## config.mk

```make
export PLATFORM = sky130hd
export DESIGN_NAME = wb_decoder_1m_ns
export DESIGN_NICKNAME = d
export VERILOG_FILES = /design/src/rtl/wb_decoder_1m_ns.sv
export SDC_FILE = /design/constraint.sdc
export NUM_CORES = 1
export LEC_CHECK = 0
export CORE_AREA = 2 2 192 194
export CTS_CLUSTER_DIAMETER = 200
export CTS_CLUSTER_SIZE = 16
export DETAILED_ROUTE_END_ITERATION = 12
export DIE_AREA = 0 0 194 196
export GPL_ROUTABILITY_DRIVEN = 0
export MAX_ROUTING_LAYER = met4
export PLACE_DENSITY = 0.45
export SLEW_MARGIN = 20
export SYNTH_ARGS = -nofsm -noshare
export SYNTH_HDL_FRONTEND = slang
export SYNTH_SLANG_ARGS = --single-unit
```

## constraint.sdc

```tcl
create_clock -name clk_i -period 2.3 [get_ports clk_i]
set_clock_uncertainty 0.05 [all_clocks]
set_input_delay 0.23 -clock clk_i [delete_from_list [all_inputs] [get_ports clk_i]]
set_output_delay 0.23 -clock clk_i [all_outputs]
set_load 0.02 [all_outputs]
```

## src/rtl/wb_decoder_1m_ns.sv

```systemverilog
// wb_decoder_1m_ns: routes one Wishbone classic master to NUM_SLAVES slaves.
// The slave is chosen by m_addr_i[SEL_LSB +: SEL_BITS] and locked for the whole
// bus cycle. Unmapped addresses, a select change inside a cycle and a stalled
// access (watchdog) are all terminated with a one-cycle error.
// Optional feature: define WB_DECODER_ERR_CAPTURE_EN to add err_addr_o and
// err_cause_o, which record the address and cause of decoder-generated errors.
module wb_decoder_1m_ns #(
  parameter int ADDR_WIDTH = 32,
  parameter int DATA_WIDTH = 32,
  parameter int NUM_SLAVES = 4,
  parameter int SEL_BITS   = 2,
  parameter int SEL_LSB    = 24,
  parameter int SLAVE_AW   = 24,
  parameter int TIMEOUT    = 255
) (
  input  logic                               clk_i,
  input  logic                               rst_i,
  input  logic [ADDR_WIDTH-1:0]              m_addr_i,
  input  logic [DATA_WIDTH-1:0]              m_data_i,
  output logic [DATA_WIDTH-1:0]              m_data_o,
  input  logic                               m_cyc_i,
  input  logic                               m_stb_i,
  input  logic                               m_we_i,
  input  logic [DATA_WIDTH/8-1:0]            m_sel_i,
  output logic                               m_ack_o,
  output logic                               m_err_o,
  output logic                               m_rty_o,
  output logic [NUM_SLAVES*SLAVE_AW-1:0]     s_addr_o,
  output logic [NUM_SLAVES*DATA_WIDTH-1:0]   s_data_o,
  input  logic [NUM_SLAVES*DATA_WIDTH-1:0]   s_data_i,
  output logic [NUM_SLAVES*DATA_WIDTH/8-1:0] s_sel_o,
  output logic [NUM_SLAVES-1:0]              s_cyc_o,
  output logic [NUM_SLAVES-1:0]              s_stb_o,
  output logic [NUM_SLAVES-1:0]              s_we_o,
  input  logic [NUM_SLAVES-1:0]              s_ack_i,
  input  logic [NUM_SLAVES-1:0]              s_err_i,
  input  logic [NUM_SLAVES-1:0]              s_rty_i
`ifdef WB_DECODER_ERR_CAPTURE_EN
  ,
  output logic [ADDR_WIDTH-1:0]              err_addr_o,
  output logic [1:0]                         err_cause_o
`endif
);

  localparam int CW = $clog2(TIMEOUT + 1);

  typedef enum logic [1:0] {IDLE, ACTIVE, ERR} state_t;

  state_t              state, state_nxt;
  logic [SEL_BITS-1:0] idx, sel, lock_idx, lock_nxt;
  logic [CW-1:0]       cnt, cnt_nxt, cnt_inc;
  logic                err_pend, err_pend_nxt;
  logic                idx_valid, launch, routed, cyc_ok;
  logic                sel_change, decode_err, wdog_err, term;
  logic                sel_ack, sel_err, sel_rty;
  logic [DATA_WIDTH-1:0] sel_data;
  logic                addr_unused;

  // Upper address bits outside the select field and slave window only matter for capture.
  assign addr_unused = ^m_addr_i;

  assign idx       = m_addr_i[SEL_LSB +: SEL_BITS];
  assign idx_valid = ({1'b0, idx} < (SEL_BITS+1)'(NUM_SLAVES));
  assign sel       = (state == IDLE) ? idx : lock_idx;

  // A launch is the IDLE cycle that hands a valid strobe straight to the slave.
  assign launch     = (state == IDLE) && m_cyc_i && m_stb_i && idx_valid;
  assign decode_err = (state == IDLE) && m_cyc_i && m_stb_i && !idx_valid;
  assign sel_change = (state == ACTIVE) && m_cyc_i && m_stb_i && (idx != lock_idx);
  assign routed     = !rst_i && ((state == ACTIVE) || launch);
  assign cyc_ok     = !rst_i && m_cyc_i &&
                      (((state == IDLE) && idx_valid) || (state == ACTIVE));

  // Saturating increment so the watchdog can never wrap back to zero.
  assign cnt_inc  = (cnt == CW'(TIMEOUT)) ? cnt : cnt + 1'b1;
  assign term     = sel_ack || sel_err || sel_rty;
  assign wdog_err = (state == ACTIVE) && m_cyc_i && m_stb_i && !sel_change &&
                    !term && (cnt_inc == CW'(TIMEOUT));

  // Address, write data and byte selects go to every slave unqualified.
  assign s_addr_o = {NUM_SLAVES{m_addr_i[SLAVE_AW-1:0]}};
  assign s_data_o = {NUM_SLAVES{m_data_i}};
  assign s_sel_o  = {NUM_SLAVES{m_sel_i}};

  // Pick the response signals of the currently selected slave; out-of-range selects read as idle.
  always_comb begin
    sel_ack  = 1'b0;
    sel_err  = 1'b0;
    sel_rty  = 1'b0;
    sel_data = '0;
    for (int k = 0; k < NUM_SLAVES; k++) begin
      if (sel == SEL_BITS'(k)) begin
        sel_ack  = s_ack_i[k];
        sel_err  = s_err_i[k];
        sel_rty  = s_rty_i[k];
        sel_data = s_data_i[k*DATA_WIDTH +: DATA_WIDTH];
      end
    end
  end

  // Qualify cycle/strobe/write-enable to the selected slave; a select change hides the strobe.
  always_comb begin
    s_cyc_o = '0;
    s_stb_o = '0;
    s_we_o  = '0;
    for (int k = 0; k < NUM_SLAVES; k++) begin
      if (cyc_ok && (sel == SEL_BITS'(k))) begin
        s_cyc_o[k] = 1'b1;
        s_stb_o[k] = m_stb_i && !sel_change;
        s_we_o[k]  = m_we_i;
      end
    end
  end

  assign m_data_o = routed ? sel_data : '0;
  assign m_ack_o  = routed && sel_ack;
  assign m_rty_o  = routed && sel_rty;
  assign m_err_o  = (routed && sel_err) || err_pend;

  // Next-state logic: lock on launch, count stalled strobes, divert all decoder errors to ERR.
  always_comb begin
    state_nxt    = state;
    lock_nxt     = lock_idx;
    cnt_nxt      = cnt;
    err_pend_nxt = 1'b0;
    case (state)
      IDLE: begin
        cnt_nxt = '0;
        if (launch) begin
          state_nxt = ACTIVE;
          lock_nxt  = idx;
        end else if (decode_err) begin
          state_nxt    = ERR;
          err_pend_nxt = 1'b1;
        end
      end
      ACTIVE: begin
        if (!m_cyc_i) begin
          state_nxt = IDLE;
          cnt_nxt   = '0;
        end else if (sel_change || wdog_err) begin
          state_nxt    = ERR;
          err_pend_nxt = 1'b1;
          cnt_nxt      = '0;
        end else if (term) begin
          cnt_nxt = '0;
        end else if (m_stb_i) begin
          cnt_nxt = cnt_inc;
        end
      end
      ERR: begin
        cnt_nxt = '0;
        if (!m_stb_i || !m_cyc_i) state_nxt = IDLE;
      end
      default: begin
        state_nxt = IDLE;
        cnt_nxt   = '0;
      end
    endcase
  end

  // State, locked select, watchdog and pending-error registers.
  always_ff @(posedge clk_i or posedge rst_i) begin
    if (rst_i) begin
      state    <= IDLE;
      lock_idx <= '0;
      cnt      <= '0;
      err_pend <= 1'b0;
    end else begin
      state    <= state_nxt;
      lock_idx <= lock_nxt;
      cnt      <= cnt_nxt;
      err_pend <= err_pend_nxt;
    end
  end

`ifdef WB_DECODER_ERR_CAPTURE_EN
  // Record address and cause of decoder-generated errors; slave errors are not captured.
  always_ff @(posedge clk_i or posedge rst_i) begin
    if (rst_i) begin
      err_addr_o  <= '0;
      err_cause_o <= 2'b00;
    end else if (decode_err) begin
      err_addr_o  <= m_addr_i;
      err_cause_o <= 2'b01;
    end else if (sel_change) begin
      err_addr_o  <= m_addr_i;
      err_cause_o <= 2'b10;
    end else if (wdog_err) begin
      err_addr_o  <= m_addr_i;
      err_cause_o <= 2'b11;
    end
  end
`endif

endmodule

```

==> metrics, run 1 <==
status=complete, but fails checks; failing checks=setup timing; leakage=2.16 nW; Pwr Density=385 nW/um2; f_max=0.391 GHz; WHS=0.302 ns; Seq/Total Area, Yosys=8.21%; core area=36,100 um2; GRT Residual Overflow=0; GR Layer Usage met2=13.3%; EDFF count, synth=0; via count=2,978; DP Area=4970 um2; Worst-Skew Late Latency=0.24 ns; die width=194 um; CTS tree=built; CTS Hold Bufs=0; Post-synth top flop=dfrtp_1; synthesized area=3960 um2; Pre-antenna DRT Iters=4; # DRC=0; nets=658; port bufs=193; GR peak layer=met2; antenna viol nets, final=0; Final Max Tran Viols=0; CP Class=flip-flop to output port; CTS max path bufs=2; CP Data Required Time=2.02 ns; final hold vios=0; Avg Inst Size Synth=8.96 um2; Area growth syn-to-layout=40.1%; Die Y=196 um; Mapped Nets=656; GR Layer Usage met3=4.93%; worst r2r src=state[1]; Ys Warns=0; post-synthesis cell type count=47; post-detail-place hpwl=13.5 mm; post-synthesis register bit count=13; drt wl/cell=18.9 um; Final WS setup=-0.259 ns; met1 Use GR=10.3%; clock-pin slew on the worst setup and hold paths=0.05 ns; global-route wire length before repair=23.6 mm; final design utilization=15.4%; Critical Path Source Type=flip-flop; internal reg-to-reg setup slack=0.13 ns; TritonCTS Buffers=3; Peak VDD IR=0.492 mV; largest net degree at the start of global routing=26; DIE AREA=38,000 um2; vias in the first global route=3,233; total power draw=2.14 mW; Setup violations, final=37; DRT iter0 DRCs=49; Worst Reg-to-Reg Cells=8; row count=70; GRT Overall Usage=8.85%; RR Endpoint=cnt[3]; Critical Path AT=2.28 ns; Routed WL=17.2 mm; share of flip-flops with an asynchronous set or reset=100%; cells after synthesis=442; vias per inst=3.27; Starting Density=11.0%; worst relative slew slack=73.5%; Ports=500; layout cells sized above 1=43.3%; initial antenna violation count=1; dpl cells=887; worst-margin pin slew=0.396 ns; design area=5550 um2; H-Tree Depth=1; crit path time final=2.56 ns; clock sinks=13; fin crit share=111%; Final Non-Filler Cells=912; critical-path maximum fanout=7; max cap viols=0; clock root buffer=clkbuf_16; CP endpoint kind=output port; worst hold-check path type=input port to asynchronous set/reset pin; RSZ-0062 raised after global routing=yes
[report_power, final]
part / total, mW / internal, mW / switching [mW]
combinational: 1.55 / 0.953 / 0.599
sequential: 0.255 / 0.241 / 0.0139
clock: 0.330 / 0.234 / 0.0963
total: 2.14 / 1.43 / 0.710
[layout make-up]
class | instances | area [um2]
antenna | 1 | 2.50
clock buffer | 4 | 78.8
fill | 4052 | 30500
inverter | 4 | 15.0
multi-input combinational | 172 | 1880
sequential | 13 | 325
tap | 468 | 586
timing repair buffer | 250 | 2660
[flip-flops by register name, indices dropped and copies added (netlist names)]
signal and count:
state 2, err_pend 1, cnt 8, lock_idx 2
[critical path, stage by stage, from the launching register on]
cell,delay [ns]
dfrtp_1,0.40
nor2_4,0.17
mux2i_4,0.27
buf_12,0.17
buf_16,0.15
buf_6,0.10
mux4_2,0.49
and2_4,0.16
buf_6,0.12
[cell usage after synthesis, types with 2 or more instances]
master,instances,area [um2]
a21oi_1,3,15.0
and2b_1,4,30.0
mux4_2,35,788
nand3b_1,4,30.0
nor2b_1,3,18.8
dfrtp_1,13,325
nand2_1,9,33.8
o211ai_1,2,15.0
mux2_4,2,30.0
mux2_2,3,33.8
nor3b_1,2,15.0
o221a_1,2,22.5
clkbuf_1,5,18.8
nor3_1,11,55.1
o21ai_0,4,20.0
buf_4,241,1810
nor2_1,10,37.5
inv_1,4,15.0
and3_1,2,12.5
buf_2,4,20.0
and4_1,3,26.3
o21a_1,2,15.0
and2_1,38,238
mux2i_1,3,30.0
o31a_1,2,17.5
nand3_1,3,15.0
o211a_1,3,30.0
buf_6,3,33.8
a41oi_1,2,17.5
xor2_1,2,17.5
nand4_1,2,12.5
[how the worst max path moves through the flow]
stage / slack [ns] / to / cells past startpoint / start
final: -0.26 / m_data_o[4] / 8 / state[1]
after global routing: -0.33 / m_ack_o / 7 / state[1]
after CTS: -0.35 / m_data_o[27] / 8 / state[0]
after detailed placement: -0.53 / m_data_o[21] / 6 / m_addr_i[24]
after global placement: -0.53 / m_data_o[21] / 6 / m_addr_i[24]
after floorplan: 0.02 / m_data_o[22] / 5 / state[1]
[layer usage]
metal | up-vias | wire [um]
li1 | 1286 | -
met1 | 1370 | 6980
met2 | 293 | 7680
met3 | 29 | 2230
met4 | 0 | 350
met5 | - | 0
[kinds of logic (layout without fill, tap and decap cells)]
family          count (synthesis)  in the layout  synth area share [%]
fa+ha+maj                       1              1                 0.316
compound gates                 29             29                  6.10
mux                            44             44                  22.8
simple gates                   96             96                  14.2
buf+inv                       257            258                  47.9
flops                          13             13                  8.21
xor+xnor                        2              2                 0.442
other cells                     0              1                     0
[metrics by stage]
stage          worst slack, ns  setup TNS, ns
6_report                -0.259          -6.71
5_1_grt                 -0.333         -10.04
4_1_cts                 -0.355         -10.05
3_5_place_dp            -0.535         -19.55
3_3_place_gp            -0.525         -18.70
2_1_floorplan           0.0174              0
[cells in the final DEF (no fill, tap or decap), types with 3 or more instances in the layout]
cell / count
nor3_4: 3
and2_1: 4
dfrtp_1: 13
buf_12: 14
nor2b_1: 3
nand3b_1: 4
o21ai_0: 3
buf_4: 29
mux2_4: 3
inv_1: 4
buf_6: 48
buf_2: 6
nand3_1: 3
clkdlybuf4s50_1: 146
nand2_1: 9
nor3_1: 7
clkbuf_16: 3
and2b_1: 4
buf_16: 3
a21oi_1: 3
nor2_1: 10
and4_1: 3
mux4_2: 35
o211a_1: 3
and2_4: 34
[repair_timing]
item / 4_1_cts / 5_1_grt
buffers inserted: 10 / 10
hold endpoints to repair: 0 / 0
resized for setup: 250 / 46
cloned: 5 / 0
setup endpoints to repair: 53 / 50
pin swaps: 24 / 7
Power figures use the tool's default switching activity.
==> inputs of run 2 (changes only) <==
Settings changed: RECOVER_POWER from default to 25.
==> results of run 2 <==
Same layout as run 1: the final DEF is identical, and so are final timing and power.
==> inputs of run 3 (changes only) <==
Settings changed: REMOVE_ABC_BUFFERS from default to 1.
==> run 3 against run 2 <==
- the run still ends with setup timing left
- clock power grew 3%
- clock-buffer cell count stayed put
- flip-flop and latch count is the same
- critical endpoint is now s_stb_o[0]
- register-to-register slack lost 0.35 ns
- combinational power is essentially flat
==> metrics, run 3 (synthesis results as in run 1) <==
failing checks=setup timing; clock-pin slew on the worst setup and hold paths=0.05 ns; global-route wire length before repair=40.9 mm; Place WS=-0.668 ns; most frequent cells in the layout=clkdlybuf4s50_1, buf_6, buf_4; CTS Hold Bufs=0; Final WS setup=-0.263 ns; Largest Register=cnt; Die Y=196 um; Flop pwr share=11.8%; Starting Density=11.0%; clock share of power=15.8%; layout cells sized above 1=45.9%; nets=673; initial antenna violation count=2; status=complete, but fails checks; Ports=500; top flop regs=cnt (8), lock_idx (2), state (2); row count=70; Peak VDD IR=0.191 mV; via count=3,463; antenna viol nets, final=0; total power draw=2.15 mW; Post-Route Setup TNS=-9.54 ns; max reg flops=8; max cap viols=0; die width=194 um; drt wl/cell=35.3 um; CP Class=flip-flop to output port; H-Tree Depth=1; vias in the first global route=3,537; Worst-Skew Late Latency=0.24 ns; CP endpoint kind=output port; worst relative slew slack=72.0%; DIE AREA=38,000 um2; # DRC=0; Setup violations, final=58; clock sinks=13; CTS max path bufs=2; commonest non-fill, non-tap cell in the layout=clkdlybuf4s50_1; vias per inst=3.73; port bufs=193; Area growth syn-to-layout=44.3%; Critical Path Source Type=flip-flop; final design utilization=15.8%; core area=36,100 um2; Critical Path AT=2.28 ns; CP Data Required Time=2.02 ns; part of the power in combinational logic=72.4%; RSZ-0062 raised after global routing=yes; post-detail-place hpwl=26.5 mm; Final Max Tran Viols=0; Worst Reg-to-Reg Cells=11; CTS tree=built; sw frac=31.4%; clock root buffer=clkbuf_16; GRT Overall Usage=16.9%; GRT Residual Overflow=0; DRT iter0 DRCs=130; fin crit share=111%; critical-path maximum fanout=5; DP Area=5090 um2; TritonCTS Buffers=3; final hold vios=0; leakage=2.23 nW; Int Pwr=1.48 mW; design area=5720 um2; worst hold-check path type=input port to asynchronous set/reset pin; Routed WL=32.8 mm; crit path time final=2.56 ns; worst-margin pin slew=0.419 ns; largest net degree at the start of global routing=15; Psw=0.676 mW; Pwr Density=377 nW/um2; Pre-antenna DRT Iters=6; f_max=0.390 GHz
-- run 3: cell count changes in the layout (fill, tap and decap cells not counted), sizes merged --
cell / previous run / this run
diode: 1 / 2
buf: 102 / 112
clkdlybuf4s15: 1 / 6
-- run 3: per-layer routing --
metal	part of all wire [%]	wire, um	GRT usage (%)	up-vias
li1	-	-	-	1319
met1	32	10600	15.3	1707
met2	50	16500	28.9	419
met3	17	5470	13.4	18
met4	0.70	230	1.49	0
met5	0	0	-	-
-- run 3: cell type report --
| type | count | area (um2) |
|---|---|---|
| antenna | 2 | 5.00 |
| clock buffer | 4 | 78.8 |
| fill | 4058 | 30400 |
| inverter | 4 | 15.0 |
| multi-input combinational | 172 | 1890 |
| sequential | 13 | 325 |
| tap | 468 | 586 |
| timing repair buffer | 265 | 2820 |
-- run 3: stage by stage --
| step | std cells | hold WS, ns |
|---|---|---|
| after floorplan | 189 | 0.0652 |
| after global placement | 899 | 0.411 |
| after detailed placement | 899 | 0.411 |
| after CTS | 926 | 0.308 |
| after global routing | 928 | 0.333 |
| final | 928 | 0.292 |
-- run 3: critical path, cell delays in order (launching register included) --
cell	delay, ns
dfrtp_1	0.40
nor2_4	0.17
buf_6	0.13
buf_12	0.10
buf_6	0.09
mux2_4	0.33
buf_6	0.15
nor3_4	0.23
buf_4	0.16
and2b_2	0.17
buf_6	0.12
-- run 3: worst paths after layout --
kind                            slack [ns]         from      endpoint
worst max-delay path                 -0.26     state[1]    s_stb_o[0]
worst min-delay path                  0.29        rst_i        cnt[5]
worst max register to register       -0.22     state[1]        cnt[6]
worst min register to register        0.58       cnt[5]        cnt[5]
max in group asynchronous             1.73        rst_i        cnt[4]
min in group clk_i                    0.41  m_addr_i[7]  s_addr_o[31]
-- run 3: timing repair --
action | CTS | global route
pin swaps | 33 | 10
cloned | 3 | 1
setup buffers | 21 | 4
gates resized for setup | 291 | 20
setup endpoints to repair | 55 | 58
-- run 3: power by group through the flow --
stage          clock (mW)  combinational [mW]  sequential (mW)
6_report            0.340                1.56            0.255
5_1_grt             0.354                1.65            0.257
4_1_cts             0.347                1.57            0.255
3_5_place_dp            0                1.25            0.259
3_3_place_gp            0                1.24            0.259
2_1_floorplan           0               0.540            0.258
